$ cat config.mk
export PLATFORM = sky130hd
export DESIGN_NAME = load_store_unit
export DESIGN_NICKNAME = d
export VERILOG_FILES = /design/src/rtl/load_store_unit.sv
export SDC_FILE = /design/constraint.sdc
export NUM_CORES = 1
export LEC_CHECK = 0
export CORE_MARGIN = 2
export CORE_UTILIZATION = 46
export CTS_CLUSTER_DIAMETER = 30
export CTS_CLUSTER_SIZE = 10
export DETAILED_ROUTE_END_ITERATION = 12
export PLACE_DENSITY = 0.8
export SETUP_SLACK_MARGIN = 0.1
export SLEW_MARGIN = 20
export SYNTH_ARGS = -nofsm -noshare
export SYNTH_HDL_FRONTEND = slang
export SYNTH_SLANG_ARGS = --single-unit
$ cat constraint.sdc
create_clock -name i_clk -period 2 [get_ports i_clk]
set_clock_uncertainty 0.1 [all_clocks]
set_input_delay 0.2 -clock i_clk [delete_from_list [all_inputs] [get_ports i_clk]]
set_output_delay 0.2 -clock i_clk [all_outputs]
set_load 0.02 [all_outputs]
$ cat src/rtl/load_store_unit.sv
// load_store_unit: RV32I MEM-stage load/store sequencer with alignment/funct3 checks, byte lanes and bus timeout.
module load_store_unit #(
  parameter int WIDTH   = 32,
  parameter int TIMEOUT = 255
) (
  input  logic             i_clk,
  input  logic             i_rst,
  input  logic             i_valid_MEM,
  input  logic             i_mem_read_MEM,
  input  logic             i_mem_write_MEM,
  input  logic [2:0]       i_funct3_MEM,
  input  logic [WIDTH-1:0] i_alu_result_MEM,
  input  logic [WIDTH-1:0] i_write_data_MEM,
  output logic             o_dmem_req,
  output logic             o_dmem_we,
  output logic [WIDTH-1:0] o_dmem_addr,
  output logic [3:0]       o_dmem_be,
  output logic [WIDTH-1:0] o_dmem_wdata,
  input  logic             i_dmem_ready,
  input  logic [WIDTH-1:0] i_dmem_rdata,
  output logic [WIDTH-1:0] o_read_data_MEM,
  output logic             o_done_MEM,
  output logic             o_stall_MEM,
  output logic             o_fault_MEM
);
  typedef enum logic [1:0] {IDLE, BUSY, DONE} state_t;
  state_t state, state_n;
  logic [1:0] off;
  logic [2:0] f3_q;
  logic we_q;
  logic [31:0] cnt;
  logic accepted, f3_ok, aligned, legal, fault_set, timeout, ready;
  logic [WIDTH-1:0] shifted, fmt, repl;
  assign accepted  = i_valid_MEM & (i_mem_read_MEM ^ i_mem_write_MEM);
  assign f3_ok     = i_mem_read_MEM ? (i_funct3_MEM[1:0] != 2'b11 && !(i_funct3_MEM[2] && i_funct3_MEM[1]))
                                    : (!i_funct3_MEM[2] && i_funct3_MEM[1:0] != 2'b11);
  assign aligned   = i_funct3_MEM[1:0] == 2'b01 ? !i_alu_result_MEM[0] :
                     i_funct3_MEM[1:0] == 2'b10 ? i_alu_result_MEM[1:0] == 2'b00 : 1'b1;
  assign legal     = state == IDLE && accepted && f3_ok && aligned;
  // Any read/write request that is not a legal single access faults, including read+write together.
  assign fault_set = state == IDLE && i_valid_MEM && (i_mem_read_MEM | i_mem_write_MEM) && !legal;
  assign ready     = state == BUSY && i_dmem_ready;
  assign timeout   = state == BUSY && !i_dmem_ready && cnt == 32'(TIMEOUT - 1);
  assign repl      = i_funct3_MEM[1:0] == 2'b00 ? {4{i_write_data_MEM[7:0]}} :
                     i_funct3_MEM[1:0] == 2'b01 ? {2{i_write_data_MEM[15:0]}} : i_write_data_MEM;
  assign shifted   = i_dmem_rdata >> {off, 3'b000};
  assign fmt       = f3_q == 3'b000 ? {{24{shifted[7]}}, shifted[7:0]} :
                     f3_q == 3'b001 ? {{16{shifted[15]}}, shifted[15:0]} :
                     f3_q == 3'b100 ? {24'b0, shifted[7:0]} :
                     f3_q == 3'b101 ? {16'b0, shifted[15:0]} : i_dmem_rdata;
  always_ff @(posedge i_clk) begin
    if (i_rst) state <= IDLE;
    else state <= state_n;
  end
  always_comb begin
    state_n = state;
    case (state)
      IDLE: state_n = legal ? BUSY : IDLE;
      BUSY: state_n = i_dmem_ready ? DONE : timeout ? IDLE : BUSY;
      default: state_n = IDLE;
    endcase
  end
  always_comb begin
    o_dmem_req  = state == BUSY;
    o_dmem_we   = state == BUSY && we_q;
    o_dmem_be   = state != BUSY ? 4'b0000 :
                  !we_q || f3_q[1:0] == 2'b10 ? 4'b1111 :
                  f3_q[1:0] == 2'b01 ? 4'b0011 << off : 4'b0001 << off;
    o_done_MEM  = state == DONE;
    o_stall_MEM = legal || state == BUSY;
  end
  always_ff @(posedge i_clk) begin
    if (i_rst) begin
      o_dmem_addr     <= '0;
      o_dmem_wdata    <= '0;
      o_read_data_MEM <= '0;
      o_fault_MEM     <= 1'b0;
      off             <= 2'b00;
      f3_q            <= 3'b000;
      we_q            <= 1'b0;
      cnt             <= '0;
    end else begin
      o_fault_MEM <= fault_set | timeout;
      cnt         <= state == BUSY ? cnt + 32'd1 : 32'd0;
      if (legal) begin
        o_dmem_addr  <= {i_alu_result_MEM[WIDTH-1:2], 2'b00};
        o_dmem_wdata <= repl;
        off          <= i_alu_result_MEM[1:0];
        f3_q         <= i_funct3_MEM;
        we_q         <= i_mem_write_MEM;
      end
      if (ready && !we_q) o_read_data_MEM <= fmt;
    end
  end
endmodule

==> results of run 1 <==
[registers in the layout (all words and copies together) (netlist names)]
| name | flops |
|---|---|
| cnt | 32 |
| f3_q | 3 |
| o_dmem_addr | 30 |
| state | 2 |
| o_read_data_MEM | 32 |
| we_q | 1 |
| o_fault_MEM | 1 |
| o_dmem_wdata | 32 |
| off | 2 |
[final timing paths]
check / startpoint / end / slack [ns] / cells after the start
min: i_alu_result_MEM[0] / off[0]$_SDFFE_PP0P_ / 0.14 / 3
max: state[0]$_SDFF_PP0_ / o_stall_MEM / 0.13 / 4
min reg2reg: o_dmem_addr[5]$_SDFFE_PP0P_ / o_dmem_addr[5]$_SDFFE_PP0P_ / 0.35 / 2
max reg2reg: state[0]$_SDFF_PP0_ / o_dmem_addr[7]$_SDFFE_PP0P_ / 0.16 / 6
[cells by family (layout without fill, tap and decap cells)]
| group | after synthesis | count (layout) | synth area share |
|---|---|---|---|
| other | 1 | 3 | 0.000619 |
| DFF | 135 | 135 | 0.446 |
| adders and majority gates | 3 | 3 | 0.00619 |
| xor gates and xnor gates | 29 | 29 | 0.0419 |
| and+or+nand+nor | 307 | 307 | 0.226 |
| buffers and inverters | 72 | 293 | 0.0543 |
| muxes | 23 | 23 | 0.0388 |
| AOI/OAI and AO/OA | 183 | 183 | 0.187 |
[through the flow]
stage / cell area (µm²) / power, mW / utilization / std cells
floorplan: 6060 / 3.24 / - / 754
global placement: 8480 / 3.74 / 0.667 / 1117
detailed placement: 8480 / 3.75 / 0.667 / 1117
CTS: 9020 / 6.63 / 0.709 / 1146
global route: 9080 / 6.85 / 0.714 / 1148
finish: 9080 / 6.61 / 0.714 / 1148
[what timing repair did]
| item | in CTS | in global routing |
|---|---|---|
| setup endpoints to repair | 85 | 66 |
| gates resized for setup | 35 | 14 |
| buffers inserted | 0 | 1 |
| pin swaps | 4 | 3 |
[worst max-delay path: stages (launching register included)]
cell and delay, ns:
dfxtp_1 0.31, nand2b_4 0.14, or4_4 0.52, nand2_2 0.08, buf_6 0.11
[layout make-up]
cell class	count	area (µm²)
flip-flops and latches	135	2710
inverters	14	52.6
repair buffers	250	2460
diodes	1	2.50
clock buffers	25	495
multi-input cells	547	3100
fillers	1063	3640
well taps	172	215
clock inverters	4	45.0
[metal layers]
layer,share of wire,up-vias
met5,0,-
met4,0.021,0
met3,0.073,32
met2,0.51,234
met1,0.40,2920
li1,-,3017
[layout by cell type, fill, tap and decap left out, types with 7 or more instances in the layout]
master / instances
inv_1: 14
dlygate4sd2_1: 7
nor2b_1: 11
a22oi_1: 7
clkbuf_16: 17
a311oi_1: 8
nand4_1: 11
a21oi_1: 79
nand2_1: 133
a211oi_1: 35
clkdlybuf4s50_1: 193
o21ai_0: 25
nor2_1: 88
xor2_1: 26
mux2i_1: 19
dfxtp_1: 132
o22ai_1: 7
a21o_1: 7
buf_4: 36
nand3_1: 17
[report_power, final]
part	leakage, nW	internal [mW]	switching (mW)
logic	1.95	0.464	0.446
registers	1.09	2.76	0.0385
clock network	0.269	1.81	1.09
==> impl_metrics.yaml, run 1 <==
global_routing:
  antenna_found_initial: 1
  grt_pass1_vias: 5983
  grt_max_degree: 66
  grtUsageTotal: 0.272
  grt-busiest-layer: "met2"
  grt_use_met2: 0.477
  grt_pass1_wl_um: 30500
  grt_remaining_overflow: 0
  use_met3: 0.0801
  use_met1: 0.305
worst_setup_path:
  cp-end-kind: "output pin"
  worst_ep_required_time_ns: 1.70
  crit_type: "register to output pin"
  crit_path_start_kind: "register"
  worstPathMaxFanout: 2
  arrival_ns: 1.57
synth:
  synth_seq_cells: 135
  synth_edf_count: 0
  yosysMostFrequentCell: "dfxtp_1"
  yosys.area.top_type_share: 0.446
  avgSynthCellArea_um2: 8.05
  synthCells: 753
  async_reset_ff_frac: 0
  syn_area_mm2: 0.00606
  seq_area_frac_synth: 0.446
  synth_top_area_cell: "dfxtp_1"
  synthTopCellsByCount: "dfxtp_1, nand2_1, nor2_1"
  yosysWarnings: 0
  synth_cell_types: 45
  ys.flop_type: "dfxtp_1"
  synthTopCellsByArea: "dfxtp_1, nand2_1, a21oi_1"
cts:
  clkTransAtPathRegs_ns: 0.05
  clockRootBuffer: "clkbuf_16"
  cts_hold_buf: 0
  clock-sinks: 135
  h-tree-depth: 4
  numCtsBuffers: 17
  clk_latency_ns: 0.42
  clock_path_buffers: 2
  cts_tree: "done"
timing:
  final.setup.tns_ns: 0
  setup-violations-final: 0
  min_period_ns: 1.87
  slew_headroom: 0.662
  finalHoldViolCount: 0
  clock.fmax_mhz: 534
  whs_ns: 0.136
  worst_slack_ns: 0.128
  drv_slew: 0
  rsz0062_at_grt: "yes"
  tightest_slew_ns: 0.505
  finalCritPeriodShare: 0.936
floorplanning:
  rows: 41
  die_x_um: 119
  die_h_um: 119
  fp.coreArea_mm2: 0.0127
  dieArea_mm2: 0.0141
  pin_count: 210
  start_util: 0.476
power:
  p_leak_nw: 3.31
  power_density_mw_per_mm2: 728
  peakVddDrop_mv: 0.608
routing:
  vias_per_cell: 5.40
  drc: 0
  drtPass1Iterations: 5
  detail-route-antenna-nets: 0
  drt_wl_total_um: 19200
  wl_per_cell_um: 16.8
  drtIter0Drc: 536
  vias: 6203
placement:
  globalplace.congestion: 0.898
  pre_cts_slack_ns: -0.676
  dp_hpwl_um: 13200
  portBuffers: 207
cells_and_area:
  drive_gt1_frac: 0.104
  nets: 1073
  syn2layout_area_growth_pct: 49.8
min_path:
  hp-class: "input pin to register"
flow_run:
  maxCapViolCount: 0
status:
  status: "finished clean"
No activity file was read; power rests on OpenSTA's default activity.
==> run 2, diff against run 1 <==
- MAX_ROUTING_LAYER: unset -> met4
==> impl_metrics.yaml, run 2 (synthesis results as in run 1) <==
placement:
  portBuffers: 207
  globalplace.congestion: 0.914
  dp_hpwl_um: 13200
  pre_cts_slack_ns: -0.676
power:
  power.share.switching: 0.238
  seq_power_share: 0.424
  power_density_mw_per_mm2: 728
  pwr-share-comb: 0.138
  p_leak_nw: 3.31
  internal_power_mw: 5.03
  peakVddDrop_mv: 0.618
  p_switching_mw: 1.57
  pwr-share-clk: 0.439
  p_total_mw: 6.61
cells_and_area:
  layout_commonest_cell: "clkdlybuf4s50_1"
  seq_area_mm2: 0.00271
  mostFrequentLayoutCells: "clkdlybuf4s50_1, nand2_1, dfxtp_1"
  nFillCells: 1063
  syn2layout_area_growth_pct: 49.8
  nets: 1073
  top_regs: "cnt: 32 flops, o_dmem_wdata: 32 flops, o_read_data_MEM: 32 flops"
  fin_util: 0.714
  multi_input_area_mm2: 0.00310
  drive_gt1_frac: 0.104
timing:
  setup-violations-final: 0
  worst_slack_ns: 0.121
  finalHoldViolCount: 0
  clock.fmax_mhz: 532
  drv_slew: 0
  rsz0062_at_grt: "yes"
  final.setup.tns_ns: 0
  finalCritPeriodShare: 0.939
  min_period_ns: 1.88
routing:
  wl_met1_um: 7590
  drt_wl_total_um: 19200
  drtPass1Iterations: 5
  vias: 6163
  wl_met2_um: 9810
  drc: 0
  wl_per_cell_um: 16.7
  vias_per_cell: 5.37
  top_layer: "met4"
  detail-route-antenna-nets: 0
  wl_met3_um: 1300
  drtIter0Drc: 556
cts:
  clkTransAtPathRegs_ns: 0.05
  clock-sinks: 135
  clockRootBuffer: "clkbuf_16"
  clock_path_buffers: 2
  clk_latency_ns: 0.43
  numCtsBuffers: 17
  cts_tree: "done"
  cts_hold_buf: 0
  h-tree-depth: 4
floorplanning:
  dieArea_mm2: 0.0141
  rows: 41
  start_util: 0.476
  die_h_um: 119
  pin_count: 210
  die_x_um: 119
  fp.coreArea_mm2: 0.0127
worst_setup_path:
  crit_type: "register to output pin"
  rrSetupSlack_ns: 0.17
  r2r_end: "o_dmem_addr[7]$_SDFFE_PP0P_"
  worstPathMaxFanout: 2
  rr_worst_depth: 6
  cpMaxStageDelayCell: "or4_4"
  crit_path_start_kind: "register"
  worst_ep_required_time_ns: 1.70
  rr_startpoint: "state[0]$_SDFF_PP0_"
  cp_slowest_stage_delay_ns: 0.52
  path_buf_inv: 1
  critical_path.top_delay_family: "simple AND/OR/NAND/NOR gates"
  cp_cell_sequence: "nand2b_4, or4_4, nand2_2, buf_6"
  cp-end-kind: "output pin"
  arrival_ns: 1.58
global_routing:
  grt_remaining_overflow: 0
  antenna_found_initial: 1
  grt_pass1_vias: 6003
  grt_pass1_wl_um: 30300
  grt_max_degree: 66
  grtUsageTotal: 0.280
min_path:
  hold_start: "i_alu_result_MEM[0]"
  hp-class: "input pin to register"
  holdPathStages: 3
  min_to: "off[0]$_SDFFE_PP0P_"
flow_run:
  maxCapViolCount: 0
status:
  status: "finished clean"
run 2: cell counts in the layout (fill, tap and decap cells not counted):
No cell type changed its count.
run 2: cell type report:
type	count	share of cell area
Antenna cell	1	0.000276
Multi-Input combinational cell	547	0.342
Sequential cell	135	0.298
Tap cell	172	0.0237
Clock buffer	25	0.0546
Inverter	14	0.00579
Timing Repair Buffer	250	0.271
Clock inverter	4	0.00496
run 2: how the worst max path moves through the flow:
stage | slack [ns] | depth (start not counted) | from | end
final | 0.12 | 4 | state[0]$_SDFF_PP0_ | o_stall_MEM
after global routing | 0.07 | 5 | f3_q[0]$_SDFFE_PP0P_ | o_dmem_be[1]
after global placement | -0.65 | 7 | i_mem_read_MEM | o_stall_MEM
after floorplan | 0.24 | 7 | i_mem_read_MEM | o_stall_MEM
after detailed placement | -0.68 | 7 | i_mem_read_MEM | o_stall_MEM
after CTS | 0.03 | 6 | i_alu_result_MEM[1] | o_stall_MEM
run 2: tightest hold or removal path, cell delays in order:
cell	delay, ns
dlygate4sd2_1	0.28
nand2_1	0.07
a21oi_1	0.05
run 2: metal layers:
| layer | up-vias | global-route usage |
|---|---|---|
| met4 | 0 | 0.120 |
| met2 | 220 | 0.478 |
| met1 | 2888 | 0.307 |
| li1 | 3015 | - |
| met5 | - | - |
| met3 | 40 | 0.0729 |
run 2: through the flow:
step	cells	area, µm²	hold WS (ns)
floorplan	754	6060	0.236
global placement	1117	8480	0.341
detailed placement	1117	8480	0.346
CTS	1146	9020	0.0993
global route	1148	9080	0.144
finish	1148	9080	0.131
run 2: what timing repair did:
action | CTS | global route
gates resized for setup | 35 | 14
gates cloned | 0 | 0
endpoints found under the setup margin | 85 | 65
buffers inserted | 0 | 1
pin swaps | 4 | 3
run 2: power groups by stage:
stage	clock network [mW]	logic, mW	registers [mW]
2_1_floorplan	0	0.317	2.93
3_3_place_gp	0	0.887	2.85
3_5_place_dp	0	0.892	2.85
4_1_cts	2.93	0.898	2.80
5_1_grt	3.07	0.972	2.81
6_report	2.90	0.909	2.80
==> run 3, diff against run 2 <==
- HOLD_SLACK_MARGIN: unset -> 0.12
- RECOVER_POWER: unset -> 100
==> impl_metrics.yaml, run 3 (synthesis results as in run 1) <==
power:
  power_density_mw_per_mm2: 727
  peakVddDrop_mv: 0.609
  p_leak_nw: 3.61
  p_total_mw: 6.58
global_routing:
  use_met1: 0.308
  grt_use_met2: 0.478
  antenna_found_initial: 1
  grt_pass1_vias: 6003
  grt_pass1_wl_um: 30400
  grt_remaining_overflow: 0
  use_met3: 0.0729
  grt_max_degree: 66
  grt-busiest-layer: "met2"
  grtUsageTotal: 0.280
timing:
  rsz0062_at_grt: "yes"
  slew_headroom: 0.555
  clock.fmax_mhz: 528
  tightest_slew_ns: 0.668
  finalHoldViolCount: 0
  min_period_ns: 1.89
  setup-violations-final: 0
  drv_slew: 0
  finalCritPeriodShare: 0.947
cts:
  clockRootBuffer: "clkbuf_16"
  clock_path_buffers: 2
  h-tree-depth: 4
  numCtsBuffers: 17
  cts_tree: "done"
  clkTransAtPathRegs_ns: 0.05
  clk_latency_ns: 0.42
  clock-sinks: 135
worst_setup_path:
  worstPathMaxFanout: 7
  arrival_ns: 1.59
  crit_type: "register to output pin"
  crit_path_start_kind: "register"
  worst_ep_required_time_ns: 1.70
  cp-end-kind: "output pin"
status:
  status: "finished clean"
routing:
  drtIter0Drc: 521
  vias_per_cell: 5.41
  drtPass1Iterations: 5
  drt_wl_total_um: 19300
  drc: 0
  detail-route-antenna-nets: 0
  wl_per_cell_um: 16.8
  vias: 6212
cells_and_area:
  top_regs: "cnt: 32 flops, o_dmem_wdata: 32 flops, o_read_data_MEM: 32 flops"
  drive_gt1_frac: 0.0943
  design_area_mm2: 0.00906
  nets: 1074
  mostFrequentLayoutCells: "nand2_1, dfxtp_1, clkdlybuf4s50_1"
  layout_commonest_cell: "nand2_1"
  nFillCells: 1075
  fin_cells: 1149
  fin_util: 0.712
  syn2layout_area_growth_pct: 49.4
placement:
  dpl_cell_area_mm2: 0.00848
  placed_cells: 1117
  dp_hpwl_um: 13200
  portBuffers: 207
  globalplace.congestion: 0.914
floorplanning:
  die_x_um: 119
  rows: 41
  dieArea_mm2: 0.0141
  start_util: 0.476
  fp.coreArea_mm2: 0.0127
  pin_count: 210
  die_h_um: 119
flow_run:
  maxCapViolCount: 0
min_path:
  hp-class: "input pin to register"
-- run 3: cell count changes in the layout (fill, tap and decap cells not counted), moves of 3 or more --
cell             before  now
buf_2                 3    0
dlygate4sd3_1         0   96
buf_4                36   30
clkbuf_1              4   11
clkdlybuf4s50_1     193   98
-- run 3: layout make-up --
| class | instances | area, µm² | share of cell area |
|---|---|---|---|
| Multi-Input combinational cell | 547 | 3090 | 0.341 |
| Clock buffer | 25 | 495 | 0.0547 |
| Tap cell | 172 | 215 | 0.0238 |
| Sequential cell | 135 | 2710 | 0.299 |
| Clock inverter | 4 | 45.0 | 0.00497 |
| Inverter | 14 | 52.6 | 0.00580 |
| Antenna cell | 1 | 2.50 | 0.000276 |
| Timing Repair Buffer | 251 | 2450 | 0.270 |
-- run 3: per-stage QoR --
step | hold WS (ns) | setup WS, ns | setup TNS (ns)
2_1_floorplan | 0.236 | 0.240 | 0
3_3_place_gp | 0.341 | -0.654 | -28.73
3_5_place_dp | 0.346 | -0.676 | -31.17
4_1_cts | 0.0993 | 0.0287 | 0
5_1_grt | 0.152 | 0.0517 | 0
6_report | 0.134 | 0.105 | 0
-- run 3: final timing paths --
kind / from / to / slack [ns] / depth (start not counted)
min reg2reg: o_dmem_addr[5]$_SDFFE_PP0P_ / o_dmem_addr[5]$_SDFFE_PP0P_ / 0.35 / 2
max reg2reg: state[0]$_SDFF_PP0_ / o_dmem_addr[7]$_SDFFE_PP0P_ / 0.14 / 7
min: i_alu_result_MEM[0] / off[0]$_SDFFE_PP0P_ / 0.13 / 3
max: off[0]$_SDFFE_PP0P_ / o_dmem_be[2] / 0.11 / 5
-- run 3: timing repair --
action,CTS,global route
pin swaps,4,3
endpoints found under the setup margin,85,65
resized for setup,35,14
buffers inserted,0,1
hold buffers,1,0
endpoints found under the hold margin,2,0
-- run 3: power breakdown --
part           internal (mW)  switching [mW]
registers               2.76          0.0357
clock network           1.81            1.09
logic                  0.438           0.445
total                   5.01            1.57
-- run 3: per-layer routing --
metal,vias up,routed length (µm),share of wire
li1,3028,-,-
met1,2935,7690,0.40
met2,216,9910,0.51
met3,33,1240,0.064
met4,0,429,0.022
met5,-,0,0
-- run 3: critical path: stages (launching register included) --
cell      delay (ns)
dfxtp_2         0.35
buf_4           0.15
nor2b_1         0.16
a21oi_1         0.07
a21oi_1         0.16
clkbuf_1        0.28
